File: src/rtl/sseg_scan_decoder.sv
// Receive side of a 4-digit multiplexed 7-segment bus: filters the sampled {an,sseg},
// captures each digit once per stable dwell and reassembles a 16-bit hex value per scan frame.
module sseg_scan_decoder #(
  parameter int unsigned STABLE_CYCLES  = 4,
  parameter int unsigned TIMEOUT_CYCLES = 100000
) (
  input  logic        CLK,
  input  logic        RESET,
  input  logic [3:0]  an,
  input  logic [6:0]  sseg,
  output logic [15:0] value,
  output logic [3:0]  bad,
  output logic        frame_valid,
  output logic        seq_err,
  output logic        locked
);

  localparam int unsigned SW = $clog2(STABLE_CYCLES + 1);
  localparam int unsigned TW = $clog2(TIMEOUT_CYCLES + 1);

  typedef enum logic [1:0] {SYNC, EXP1, EXP2, EXP3} state_t;

  state_t          state, next;
  logic [10:0]     samp, prev;
  logic [SW-1:0]   stab_cnt;
  logic [TW-1:0]   tmo_cnt;
  logic            pos_ok, cap, glyph_bad, counting, tmo_hit;
  logic [1:0]      pos, exp_pos;
  logic [3:0]      nib;
  logic            store, err_n, commit_n, commit_q;
  logic [15:0]     shadow;
  logic [3:0]      shadow_bad;

  always_comb begin
    pos_ok = 1'b1;
    pos    = 2'd0;
    case (samp[10:7])
      4'b1110: pos = 2'd0;
      4'b1101: pos = 2'd1;
      4'b1011: pos = 2'd2;
      4'b0111: pos = 2'd3;
      default: pos_ok = 1'b0;
    endcase
  end

  always_comb begin
    glyph_bad = 1'b0;
    nib       = 4'h0;
    case (samp[6:0])
      7'b1000000: nib = 4'h0;
      7'b1111001: nib = 4'h1;
      7'b0100100: nib = 4'h2;
      7'b0110000: nib = 4'h3;
      7'b0011001: nib = 4'h4;
      7'b0010010: nib = 4'h5;
      7'b0000010: nib = 4'h6;
      7'b1111000: nib = 4'h7;
      7'b0000000: nib = 4'h8;
      7'b0010000: nib = 4'h9;
      7'b0001000: nib = 4'hA;
      7'b0000011: nib = 4'hB;
      7'b1000110: nib = 4'hC;
      7'b0100001: nib = 4'hD;
      7'b0000110: nib = 4'hE;
      7'b0001110: nib = 4'hF;
      default:    glyph_bad = 1'b1;
    endcase
  end

  // Capture fires only on the step into STABLE_CYCLES; saturation keeps one capture per dwell.
  assign cap = pos_ok && (samp == prev) && (stab_cnt == SW'(STABLE_CYCLES - 1));

  always_ff @(posedge CLK) begin
    if (RESET) begin
      samp     <= '0;
      prev     <= '0;
      stab_cnt <= '0;
    end else begin
      samp <= {an, sseg};
      prev <= samp;
      if (!pos_ok)
        stab_cnt <= '0;
      else if (samp != prev)
        stab_cnt <= SW'(1);
      else if (stab_cnt != SW'(STABLE_CYCLES))
        stab_cnt <= stab_cnt + 1'b1;
    end
  end

  assign counting = (state != SYNC) || locked;
  assign tmo_hit  = counting && !cap && (tmo_cnt == TW'(TIMEOUT_CYCLES - 1));

  always_ff @(posedge CLK) begin
    if (RESET || cap || !counting)
      tmo_cnt <= '0;
    else if (tmo_cnt != TW'(TIMEOUT_CYCLES))
      tmo_cnt <= tmo_cnt + 1'b1;
  end

  always_ff @(posedge CLK) begin
    if (RESET) state <= SYNC;
    else       state <= next;
  end

  always_comb begin
    case (state)
      EXP1:    exp_pos = 2'd1;
      EXP2:    exp_pos = 2'd2;
      EXP3:    exp_pos = 2'd3;
      default: exp_pos = 2'd0;
    endcase
  end

  always_comb begin
    next = state;
    if (tmo_hit)
      next = SYNC;
    else if (cap) begin
      if (state == SYNC)
        next = (pos == 2'd0) ? EXP1 : SYNC;
      else if (pos == exp_pos)
        case (state)
          EXP1:    next = EXP2;
          EXP2:    next = EXP3;
          default: next = SYNC;
        endcase
      else if (pos == 2'd0)
        next = EXP1;
      else
        next = SYNC;
    end
  end

  always_comb begin
    store    = 1'b0;
    err_n    = 1'b0;
    commit_n = 1'b0;
    if (cap && !tmo_hit) begin
      if (state == SYNC)
        store = (pos == 2'd0);
      else if (pos == exp_pos) begin
        store    = 1'b1;
        commit_n = (state == EXP3);
      end else begin
        err_n = 1'b1;
        store = (pos == 2'd0);
      end
    end
  end

  // Frame commit lags the pos3 capture by one cycle so value/bad/frame_valid update together.
  always_ff @(posedge CLK) begin
    if (RESET) begin
      shadow      <= '0;
      shadow_bad  <= '0;
      value       <= '0;
      bad         <= '0;
      frame_valid <= 1'b0;
      seq_err     <= 1'b0;
      locked      <= 1'b0;
      commit_q    <= 1'b0;
    end else begin
      seq_err     <= err_n;
      commit_q    <= commit_n;
      frame_valid <= commit_q;
      if (store) begin
        shadow[{pos, 2'b00} +: 4] <= nib;
        shadow_bad[pos]           <= glyph_bad;
      end
      if (commit_q) begin
        value  <= shadow;
        bad    <= shadow_bad;
        locked <= 1'b1;
      end else if (tmo_hit)
        locked <= 1'b0;
    end
  end

endmodule
File: config.mk
export PLATFORM = sky130hd
export DESIGN_NAME = sseg_scan_decoder
export DESIGN_NICKNAME = d
export VERILOG_FILES = /design/src/rtl/sseg_scan_decoder.sv
export SDC_FILE = /design/constraint.sdc
export NUM_CORES = 1
export LEC_CHECK = 0
export BUFFER_PORTS_ARGS = -buffer_cell sky130_fd_sc_hd__buf_2
export CORE_UTILIZATION = 55
export CTS_CLUSTER_DIAMETER = 200
export DETAILED_ROUTE_END_ITERATION = 6
export GPL_TIMING_DRIVEN = 1
export PLACE_DENSITY_LB_ADDON = 0.08
export SYNTH_ARGS = -nofsm -noshare
export SYNTH_HDL_FRONTEND = slang
export SYNTH_SLANG_ARGS = --single-unit
export TNS_END_PERCENT = 100
File: constraint.sdc
create_clock -name CLK -period 3.4 [get_ports CLK]
set_input_delay 0.17 -clock CLK [delete_from_list [all_inputs] [get_ports CLK]]
set_output_delay 0.17 -clock CLK [all_outputs]
set_load 0.02 [all_outputs]
Word-level counts from Yosys, hierarchy flattened
Cells that the tools add are included.
Operators by class
  $add $sub $neg: 3
  order comparisons: 2
  equality and inequality tests: 29
  shift-type cells: 2
  multiplexer cells: 21
  bitwise gates (word level): 3
  reduce and logical (&&, ||, !) cells: 25
Operator list (number)
  one-hot mux 4 bit (15 select lines): 1
  equality test 7 bit, second input constant: 4
  equality test 7 x 5 -> 1 bit, second input constant: 3
  equality test 7 x 6 -> 1 bit, second input constant: 3
  adder 17 x 1 -> 17 bit, second input constant: 1
  equality test 17 bit, second input constant: 1
  inequality test 17 bit, second input constant: 1
  bitwise mux 16 bit: 1
  OR reduction 16 bit: 1
  variable shift 4 x 6 -> 16 bit, first input constant: 1
  variable part select 4 x 6 -> 16 bit: 1
  equality test 7 x 2 -> 1 bit, second input constant: 2
  equality test 7 x 4 -> 1 bit, second input constant: 2
  equality test 4 bit, second input constant: 3
  two-way mux 1 bit: 12
  one-hot mux 2 bit (3 select lines): 2
  equality test 11 bit: 1
  inequality test 11 bit: 1
  OR reduction 4 bit: 2
  equality test 7 x 3 -> 1 bit, second input constant: 1
  logical NOT 7 bit: 1
  logical AND 1 bit: 6
  negation 4 -> 6 bit: 1
  nonzero test 2 bit: 3
  other kinds (19): 30
Storage, ports and cells
  register bits after elaboration: 88
  bits of input ports: 13
  output and inout port bits: 23
  logic and storage cells: 99

Depth between registers and ports, before layout
Gate-level depths: netlist (run 1).
  word-level depth: 12
  depth in mapped cells: 10

Worst setup path before layout (run 1)
Ideal clock, no wire load.
  kind: register to register
  from: reg samp[9]
  to: reg shadow_bad[1]
  arrival time: 2291 ps
  required time: 3279 ps
  path slack: 988 ps
  stages on the path, launching flop included: 10
  path buffers: 3
  cell sequence: dfxtp_1 > buf_2 > xnor2_1 > or2_2 > clkbuf_1 > ha_1 > or4_4 > and3_1 > buf_6 > mux2i_1
Between the ends
  cells in the longest elaborated chain, start to end: 11
Ends and longest elaborated chain
  start, declared: RTL line 24  | logic [10:0] samp, prev;
  start signal, assigned: RTL line 79  | samp <= {an, sseg};
  branches (longest 11 deep; another with < comparator 2 x 3 -> 1 bit)
  end signal, assigned by index: RTL line 168  | shadow_bad[pos] <= glyph_bad;
  end, declared: RTL line 32  | logic [3:0] shadow_bad;
Several ways; the timed one is not identified.
A chain may end at the register's enable or synchronous reset.

Worst setup path in the final report (run 1)
Same ends and word-level chain as after synthesis.

==> impl_metrics.csv, run 1 <==
group,metric,value,unit
cts,cts_resized,0,
cts,cts_htree_levels,3,
timing,finClkSkew,0.0108,ns
global_route,overflow,0,
cts,root_buffer,"clkbuf_8",
layout,drive_above_1_share,12.8,%
critical_path,worstSetupEndpoint,"shadow_bad[1]$_SDFFE_PP0P_",
critical_path,startpoint_type,"flip-flop",
routing,via_count,3110,
synthesis,yosysTopAreaCell,"dfxtp_1",
routing,ant_nets,0,
synthesis,synthDistinctLibCells,43,
global_route,grt_max_degree,52,
synthesis,synthFlopType,"dfxtp_1",
cts,cts_buffers,9,
cts,cts_sinks,88,
floorplan,start_util,58.5,%
layout,area_delta_synth_final,10.0,%
cts,cts_max_path_buffers,2,
layout,antennaDiodeCount,0,
power,p_per_area,439,nW/um^2
cts,clk_latency,0.35,ns
critical_path,worstReg2RegStart,"samp[9]$_SDFF_PP0_",
synthesis,synth.cell_area,4060,um^2
synthesis,yosysMostFrequentCell,"dfxtp_1",
floorplan,die_area,7730,um^2
synthesis,ys_seq_area_share,43.4,%
floorplan,core_area,6940,um^2
routing,routed_wl,7440,um
cts,cts_tree,"yes",
synthesis,yosysTopAreaCellShare,43.4,%
routing,viasPerCell,5.36,
outcome,status,"finished clean",
global_route,grt_first_pass_wirelength,12800,um
power,vdd_drop_max,0.000277,V
synthesis,syn_nets,483,
global_route,grt_pass1_vias,2832,
critical_path,critical_path_buf_inv_count,0,
synthesis,synth_common_cells,"dfxtp_1, nand2_1, nor2_1",
global_route,antenna_found_initial,0,
timing,setup_tns,0,ns
cts,holdBufCountCts,0,
synthesis,synth_seq_cells,88,
critical_path,worstPathRequired,3.63,ns
timing,fmax,0.404,GHz
synthesis,synth_edf_count,0,
routing,post_drt_wl_per_cell,12.8,um
critical_path,crit_fanout,8,
timing,setup_violations,0,
critical_path,crit_path_start,"samp[9]$_SDFF_PP0_",
power,power,1.96,mW
timing,relSlewSlack,24.4,%
timing,hold_violations,0,
timing,layout_setup_ws,0.926,ns
floorplan,die_x,87.9,um
synthesis,async_flop_share,0,%
critical_path,reg2reg_slack,0.93,ns
timing,rsz0062_at_grt,"false",
critical_path,cp.arrival,2.70,ns
timing,post-route-min-period,2.47,ns
routing,firstDrtPassIters,4,
floorplan,io_pins,36,
timing,finalCritPeriodShare,72.8,%
critical_path,critPathCaptureType,"flip-flop",
critical_path,crit_type,"flip-flop to flip-flop",
floorplan,rows,30,
layout,nNetsFinal,506,
critical_path,crit_slowest_cell,"or4_4",
cts,post-cts-setup-buffer-count,0,
critical_path,path_delay_family,"simple AND/OR/NAND/NOR gates",
timing,tightest_slew,1.13,ns
synthesis,syn_avg_cell_area,8.90,um^2
synthesis,synthTopCellsByArea,"dfxtp_1, mux2i_1, nand2_1",
routing,drt_iter0_markers,142,
synthesis,yosysWarnings,0,
floorplan,fp.dieH,87.9,um
routing,drcViolationCount,0,
timing,slew_viol_final,0,
placed_design,dp_hpwl,5310,um
placed_design,pre_cts_ws,0.971,ns
critical_path,cp.depth,6,
run,maxCapViolCount,0,
critical_path,r2r-end,"shadow_bad[1]$_SDFFE_PP0P_",
cts,cts.clk_slew.worst_paths,0.09,ns
placed_design,gp_congestion,0.813,
min_path,hold_path_class,"input pin to flip-flop",
global_route,track_usage,21.2,%
power,p_leak,1.62,nW
placed_design,portBuffers,35,
critical_path,path_cells,"xnor2_1 -> or2_2 -> ha_1 -> or4_4 -> and3_1 -> mux2i_1",
synthesis,syn_inst,456,
critical_path,cp_slowest_stage_delay,0.58,ns
critical_path,r2r_cells,6,
[kinds of logic (layout without fill, tap and decap cells)]
| group | Yosys count | count (layout) | share of synthesized area, % |
|---|---|---|---|
| and+or+nand+nor | 209 | 209 | 25.7 |
| DFF | 88 | 88 | 43.4 |
| xor gates and xnor gates | 27 | 27 | 5.82 |
| adders and majority gates | 14 | 14 | 4.31 |
| AOI/OAI and AO/OA | 38 | 38 | 6.13 |
| buffers and inverters | 39 | 67 | 4.53 |
| muxes | 41 | 41 | 10.1 |
[metal layers]
layer,share of wire (%),vias to the layer above,GRT usage (%),routed length (um)
met5,0,-,0,0
met4,1.8,0,8.64,137
met3,3.7,11,3.68,274
met2,47,76,34.7,3460
met1,48,1446,27.7,3570
li1,-,1577,-,-
[power breakdown]
part           internal (mW)  total, mW  switching (mW)
Sequential              1.04       1.06          0.0190
Clock                  0.438      0.807           0.369
Combinational         0.0400     0.0938          0.0538
[area by class of cell]
| type | instances | area, um^2 |
|---|---|---|
| Tap cell | 96 | 120 |
| Sequential cell | 88 | 1760 |
| Timing Repair Buffer | 37 | 190 |
| Fill cell | 616 | 2480 |
| Multi-Input combinational cell | 329 | 2110 |
| Clock inverter | 6 | 91.3 |
| Clock buffer | 10 | 138 |
| Inverter | 14 | 52.6 |
[state kept, by name (all words and copies together) (netlist names)]
| register | count |
|---|---|
| seq_err | 1 |
| state | 2 |
| locked | 1 |
| frame_valid | 1 |
| shadow | 16 |
| commit_q | 1 |
| samp | 11 |
| stab_cnt | 3 |
| shadow_bad | 4 |
| bad | 4 |
| value | 16 |
| tmo_cnt | 17 |
| prev | 11 |
[placed cells by master (no fill, tap or decap), drive strengths merged, types with 2 or more instances in the layout]
master and instances:
nor3 13, or4 2, clkbuf 10, o22ai 2, nand4 10, nor4 5, xor2 10, nand2b 3
bufinv 2, o211ai 3, nor2 48, nand4b 3, or3b 2, ha 14, o21ai 11, or2 2
mux2i 41, nand3 12, clkinv 3, o21a 2, dfxtp 88, or3 5, buf 37, nand2 61
nor2b 31, o21bai 2, a21oi 12, xnor2 17, inv 15, and3 7
[worst min path at each step]
stage            start            endpoint  slack, ns  cells past startpoint
3_5_place_dp     an[0]  samp[7]$_SDFF_PP0_       0.38                      2
5_1_grt        sseg[1]  samp[1]$_SDFF_PP0_       0.02                      2
2_1_floorplan  sseg[0]  samp[0]$_SDFF_PP0_       0.30                      1
3_3_place_gp     an[1]  samp[8]$_SDFF_PP0_       0.38                      2
6_report       sseg[1]  samp[1]$_SDFF_PP0_       0.03                      2
4_1_cts        sseg[1]  samp[1]$_SDFF_PP0_       0.01                      2
[per-stage QoR]
stage	instances	util, %	cell area (um^2)	hold slack (ns)
3_5_place_dp	564	61.0	4240	0.383
2_1_floorplan	456	-	4060	0.298
6_report	580	64.3	4470	0.0250
4_1_cts	580	64.3	4470	0.0130
3_3_place_gp	564	61.0	4240	0.378
5_1_grt	580	64.3	4470	0.0242
No activity file was read; power rests on OpenSTA's default activity.
==> run 2: changes to the inputs <==
--- a/config.mk
+++ b/config.mk
@@ -5,8 +5,9 @@
 export SDC_FILE = /design/constraint.sdc
 export NUM_CORES = 1
 export LEC_CHECK = 0
+export ABC_AREA = 1
 export BUFFER_PORTS_ARGS = -buffer_cell sky130_fd_sc_hd__buf_2
-export CORE_UTILIZATION = 55
+export CORE_UTILIZATION = 54
 export CTS_CLUSTER_DIAMETER = 200
 export DETAILED_ROUTE_END_ITERATION = 6
 export GPL_TIMING_DRIVEN = 1
==> constraint.sdc (replaced) <==
create_clock -name CLK -period 2.18 [get_ports CLK]
set_input_delay 0.109 -clock CLK [delete_from_list [all_inputs] [get_ports CLK]]
set_output_delay 0.109 -clock CLK [all_outputs]
set_load 0.02 [all_outputs]
==> run 2 against run 1 <==
Worst setup slack got worse by 0.71 ns. Critical path type unchanged. Final cell count grew 32%. Clock-buffer cell count unchanged. Sequential cell count stayed put. Die area is 6.6% higher. Via count increased by 19%. Power grew 46%. Combinational power up 110%. Worst hold slack better by 0.19 ns. Sequential power grew 55%.
==> impl_metrics.csv, run 2 <==
group,metric,value,unit
timing,post-route-min-period,1.96,ns
timing,hold_violations,0,
critical_path,r2r_cells,12,
routing,firstDrtPassIters,6,
cts,clk_latency,0.36,ns
layout,final_common_cell,"nand2_1",
layout,layout_common_cells,"nand2_1, nor2_1, dfxtp_1",
layout,antennaDiodeCount,0,
timing,finalCritPeriodShare,89.9,%
synthesis,syn_nets,637,
placed_design,portBuffers,35,
floorplan,die_area,8240,um^2
layout,nNetsFinal,686,
layout,largest_register_ffs,17,
synthesis,yosysTopAreaCell,"dfxtp_1",
floorplan,core_area,7690,um^2
critical_path,crit_type,"flip-flop to flip-flop",
routing,ant_nets,0,
critical_path,crit_fanout,8,
floorplan,fp.dieH,90.8,um
critical_path,crit_path_start,"state[0]$_SDFFE_PP0P_",
cts,cts_htree_levels,3,
synthesis,yosysWarnings,0,
timing,hold_slack,0.215,ns
routing,via_count,3713,
cts,cts_max_path_buffers,2,
power,p_per_area,594,nW/um^2
routing,viasPerCell,4.85,
timing,tightest_slew,0.515,ns
critical_path,reg2reg_slack,0.22,ns
global_route,grt_first_pass_wirelength,15500,um
synthesis,synthTopCellsByArea,"dfxtp_1, nand2_1, nor2_1",
cts,cts.clk_slew.worst_paths,0.09,ns
timing,relSlewSlack,65.6,%
synthesis,yosysTopAreaCellShare,41.4,%
layout,nFillCells,741,
critical_path,r2r-end,"shadow[5]$_SDFFE_PP0P_",
synthesis,synth_seq_cells,88,
synthesis,async_flop_share,0,%
routing,drt_iter0_markers,151,
run,maxCapViolCount,0,
timing,fmax,0.510,GHz
layout,reg_top3,"tmo_cnt x17, shadow x16, value x16",
synthesis,synth_edf_count,0,
global_route,track_usage,22.9,%
routing,routed_wl,8620,um
min_path,hold_path_class,"input pin to flip-flop",
synthesis,syn_avg_cell_area,6.98,um^2
power,p_leak,2.24,nW
power,vdd_drop_max,0.000412,V
routing,post_drt_wl_per_cell,11.2,um
synthesis,synthFlopType,"dfxtp_1",
layout,area_delta_synth_final,13.6,%
synthesis,synthDistinctLibCells,33,
timing,slew_viol_final,0,
floorplan,io_pins,36,
global_route,grt_max_degree,41,
global_route,overflow,0,
layout,drive_above_1_share,14.2,%
critical_path,worstPathRequired,2.44,ns
global_route,grt_pass1_vias,3576,
synthesis,yosysMostFrequentCell,"nand2_1",
synthesis,syn_inst,610,
synthesis,synth_common_cells,"nand2_1, nor2_1, dfxtp_1",
critical_path,worstReg2RegStart,"state[0]$_SDFFE_PP0P_",
outcome,status,"finished clean",
timing,setup_tns,0,ns
critical_path,critPathCaptureType,"flip-flop",
floorplan,rows,32,
critical_path,startpoint_type,"flip-flop",
floorplan,start_util,55.4,%
global_route,antenna_found_initial,0,
timing,rsz0062_at_grt,"false",
cts,root_buffer,"clkbuf_8",
layout,regMostFlops,"tmo_cnt",
routing,drcViolationCount,0,
critical_path,worstSetupEndpoint,"shadow[5]$_SDFFE_PP0P_",
synthesis,ys_seq_area_share,41.4,%
critical_path,cp.arrival,2.22,ns
floorplan,die_x,90.8,um
timing,finClkSkew,0.00999,ns
cts,cts_buffers,9,
cts,post-cts-setup-buffer-count,0,
placed_design,dp_hpwl,6350,um
timing,setup_violations,0,
cts,cts_sinks,88,
synthesis,synth.cell_area,4260,um^2
cts,cts_tree,"yes",
placed_design,gp_congestion,0.825,
[run 2: final cells by class]
cell class / count / area [um^2] / share of cell area [%]
tap: 102 / 128 / 2.64
multi-input combinational: 424 / 2120 / 43.8
sequential: 88 / 1760 / 36.4
clock inverter: 6 / 43.8 / 0.905
clock buffer: 10 / 138 / 2.85
timing repair buffer: 53 / 338 / 6.98
inverter: 83 / 312 / 6.44
[run 2: report_power, final]
part	leakage [nW]	total [mW]	internal, mW	switching (mW)
Sequential	0.713	1.64	1.63	0.0176
Clock	0.0926	1.04	0.449	0.586
Combinational	1.44	0.193	0.0693	0.123
[run 2: cell families (layout without fill, tap and decap cells)]
kind of cell	after synthesis	after routing	share of synthesized area (%)
AOI/OAI and AO/OA	64	64	8.00
xor gates and xnor gates	12	12	2.47
adders and majority gates	14	14	4.12
buffers and inverters	98	152	9.11
DFF	88	88	41.4
and+or+nand+nor	334	334	34.9
[run 2: stage by stage]
| step | instances | setup slack (ns) | util [%] | instance area [um^2] | power (mW) |
|---|---|---|---|---|---|
| floorplan | 610 | 0.383 | - | 4260 | 1.81 |
| CTS | 766 | 0.120 | 62.8 | 4830 | 2.91 |
| global placement | 739 | 0.274 | 59.0 | 4540 | 1.85 |
| finish | 766 | 0.220 | 62.9 | 4840 | 2.87 |
| global route | 766 | 0.00616 | 62.9 | 4840 | 3.00 |
| detailed placement | 739 | 0.117 | 59.0 | 4540 | 1.86 |
[run 2: how the worst min path moves through the flow]
stage	startpoint	endpoint	slack [ns]	depth (start not counted)
2_1_floorplan	sseg[0]	samp[0]$_SDFF_PP0_	0.22	2
3_3_place_gp	sseg[2]	samp[2]$_SDFF_PP0_	0.31	3
3_5_place_dp	sseg[1]	samp[1]$_SDFF_PP0_	0.32	3
4_1_cts	RESET	shadow_bad[2]$_SDFFE_PP0P_	0.21	4
5_1_grt	RESET	shadow_bad[1]$_SDFFE_PP0P_	0.27	4
6_report	RESET	shadow_bad[1]$_SDFFE_PP0P_	0.21	4
[run 2: worst max-delay path, cell delays in order, from the launching register on]
cell and delay (ns):
dfxtp_1 0.38, inv_1 0.08, ha_1 0.21, inv_2 0.10, o21ai_1 0.10, nand3_1 0.12, nand2_2 0.07, nor2_4 0.14
nand2_2 0.12, a21oi_4 0.24, nand2_4 0.12, nor2_1 0.13, nor2_1 0.06
[run 2: per-layer routing]
layer | track usage, % | vias to the layer above | part of all wire (%)
met3 | 4.04 | 7 | 3.2
met1 | 29.9 | 1635 | 51
met2 | 38.4 | 61 | 45
met5 | 0 | - | 0
li1 | - | 2010 | -
met4 | 7.14 | 0 | 1.0
[run 2: timing repair]
| action | in CTS | in global routing |
|---|---|---|
| hold endpoints to repair | 11 | 0 |
| setup endpoints to repair | 0 | 20 |
| hold buffers | 11 | 0 |
| gates resized for setup | 0 | 4 |
==> run 3: changes to the inputs <==
==> constraint.sdc (replaced) <==
create_clock -name CLK -period 2.18 [get_ports CLK]
set_input_delay 0.436 -clock CLK [delete_from_list [all_inputs] [get_ports CLK]]
set_output_delay 0.436 -clock CLK [all_outputs]
set_load 0.02 [all_outputs]
==> run 3 against run 2 <==
Non-clock buffer count decreased by 10. Core utilization down 1.0 points. Critical path depth rose by 1. Cell area decreased by 1.6%. Clock skew up 0.0036 ns. Clock-buffer cell count decreased by 1. Via count is 1.2% lower. Sequential power about the same. Worst setup slack got worse by 0.025 ns. Sequential cell count is the same. Global-route usage is 1.3 points lower. Register-to-register slack worse by 0.02 ns.
==> impl_metrics.csv, run 3 (synthesized netlist as in run 2, its figures left out) <==
group,metric,value,unit
outcome,status,"finished clean",
timing,tightest_slew,0.459,ns
layout,layout_common_cells,"nand2_1, nor2_1, dfxtp_1",
cts,post-cts-setup-buffer-count,0,
power,vdd_drop_max,0.000434,V
routing,wl_met2,3500,um
floorplan,rows,32,
layout,final_util,61.9,%
layout,multi_input_area,2120,um^2
cts,clk_latency,0.35,ns
floorplan,core_area,7690,um^2
layout,reg_top3,"tmo_cnt x17, shadow x16, value x16",
cts,cts_tree,"yes",
power,p_leak,2.21,nW
timing,setup_violations,0,
routing,routed_wl,8180,um
timing,post-route-min-period,1.99,ns
layout,nFillCells,733,
layout,final_common_cell,"nand2_1",
run,maxCapViolCount,0,
critical_path,cp.arrival,2.28,ns
floorplan,io_pins,36,
floorplan,die_x,90.8,um
floorplan,start_util,55.4,%
critical_path,worstPathRequired,2.47,ns
critical_path,reg2reg_slack,0.19,ns
routing,drcViolationCount,0,
routing,wl_met1,4290,um
floorplan,die_area,8240,um^2
timing,hold_slack,0.281,ns
cts,cts_resized,0,
placed_design,dp_hpwl,6120,um
critical_path,cp_slowest_stage_delay,0.39,ns
global_route,track_usage,21.6,%
timing,setup_tns,0,ns
floorplan,fp.dieH,90.8,um
critical_path,critPathCaptureType,"flip-flop",
placed_design,gp_congestion,0.857,
critical_path,crit_type,"flip-flop to flip-flop",
timing,rsz0062_at_grt,"false",
layout,seq_area,1760,um^2
critical_path,critical_path_buf_inv_count,2,
cts,cts_max_path_buffers,2,
routing,viasPerCell,4.85,
power,p_per_area,623,nW/um^2
timing,hold_violations,0,
global_route,grt_max_degree,41,
layout,nNetsFinal,676,
layout,area_delta_synth_final,11.8,%
timing,slew_viol_final,0,
cts,cts.clk_slew.worst_paths,0.09,ns
global_route,grt_pass1_vias,3431,
cts,root_buffer,"clkbuf_8",
timing,fmax,0.504,GHz
timing,relSlewSlack,69.4,%
routing,drt_iter0_markers,152,
critical_path,path_cells,"inv_1 -> ha_1 -> o21ai_0 -> inv_1 -> nand2_1 -> nand2_2 -> nor2_4 -> nand2_2 -> a21oi_4 -> nand2_4 -> nand2_1 -> nand2_1 -> nor2_1",
routing,via_count,3670,
critical_path,crit_slowest_cell,"dfxtp_1",
placed_design,portBuffers,35,
global_route,antenna_found_initial,0,
cts,holdBufCountCts,0,
critical_path,worst_path_most_repeated_cell,"nand2_1",
critical_path,crit_fanout,8,
critical_path,path_delay_family,"simple AND/OR/NAND/NOR gates",
routing,firstDrtPassIters,4,
global_route,overflow,0,
global_route,grt_first_pass_wirelength,14800,um
routing,wl_met3,302,um
cts,cts_buffers,9,
layout,antennaDiodeCount,0,
layout,regMostFlops,"tmo_cnt",
min_path,hold_path_class,"input pin to flip-flop",
cts,cts_htree_levels,3,
layout,largest_register_ffs,17,
timing,finalCritPeriodShare,91.1,%
critical_path,startpoint_type,"flip-flop",
cts,cts_sinks,88,
routing,ant_nets,0,
routing,post_drt_wl_per_cell,10.8,um
layout,drive_above_1_share,14.7,%
timing,finClkSkew,0.0136,ns
routing,routed.top_layer,"met4",
==> run 3: final cells by class <==
class                           instances  area share (%)
Clock buffer                            9            2.60
Clock inverter                          7            1.60
Inverter                               83            6.55
Multi-Input combinational cell        424            44.6
Sequential cell                        88            37.0
Tap cell                              102            2.68
Timing Repair Buffer                   43            4.94
==> run 3: final timing paths <==
path | from | end | cells past startpoint
worst max-delay path | state[0]$_SDFFE_PP0P_ | shadow_bad[1]$_SDFFE_PP0P_ | 13
worst min register to register | shadow[7]$_SDFFE_PP0P_ | value[7]$_SDFFE_PP0P_ | 2
worst max register to register | state[0]$_SDFFE_PP0P_ | shadow_bad[1]$_SDFFE_PP0P_ | 13
worst min-delay path | an[3] | samp[10]$_SDFF_PP0_ | 3
==> run 3: per-layer routing <==
| layer | up-vias | global-route usage (%) |
|---|---|---|
| met5 | - | 0 |
| met4 | 0 | 6.61 |
| met3 | 9 | 3.37 |
| met2 | 68 | 36.2 |
| met1 | 1601 | 28.5 |
| li1 | 1992 | - |
==> run 3: power breakdown <==
| group | switching, mW | total (mW) | internal, mW |
|---|---|---|---|
| Clock | 0.600 | 1.14 | 0.540 |
| Sequential | 0.0163 | 1.64 | 1.63 |
| Combinational | 0.123 | 0.183 | 0.0603 |
==> run 3: worst reg2reg max path, delay by kind of cell, from the launching register on <==
family	cells	cell delay, ns
and+or+nand+nor	8	0.75
AOI/OAI and AO/OA	2	0.45
DFF	1	0.39
adders and majority gates	1	0.21
buffers and inverters	2	0.14
==> run 3: per-stage QoR <==
stage / cell area [um^2] / power, mW / worst slack (ns) / cells
2_1_floorplan: 4260 / 1.81 / 0.383 / 610
4_1_cts: 4740 / 3.00 / 0.115 / 756
3_3_place_gp: 4540 / 1.86 / 0.268 / 740
3_5_place_dp: 4540 / 1.86 / 0.140 / 740
6_report: 4760 / 2.96 / 0.195 / 756
5_1_grt: 4760 / 3.09 / 0.0150 / 756
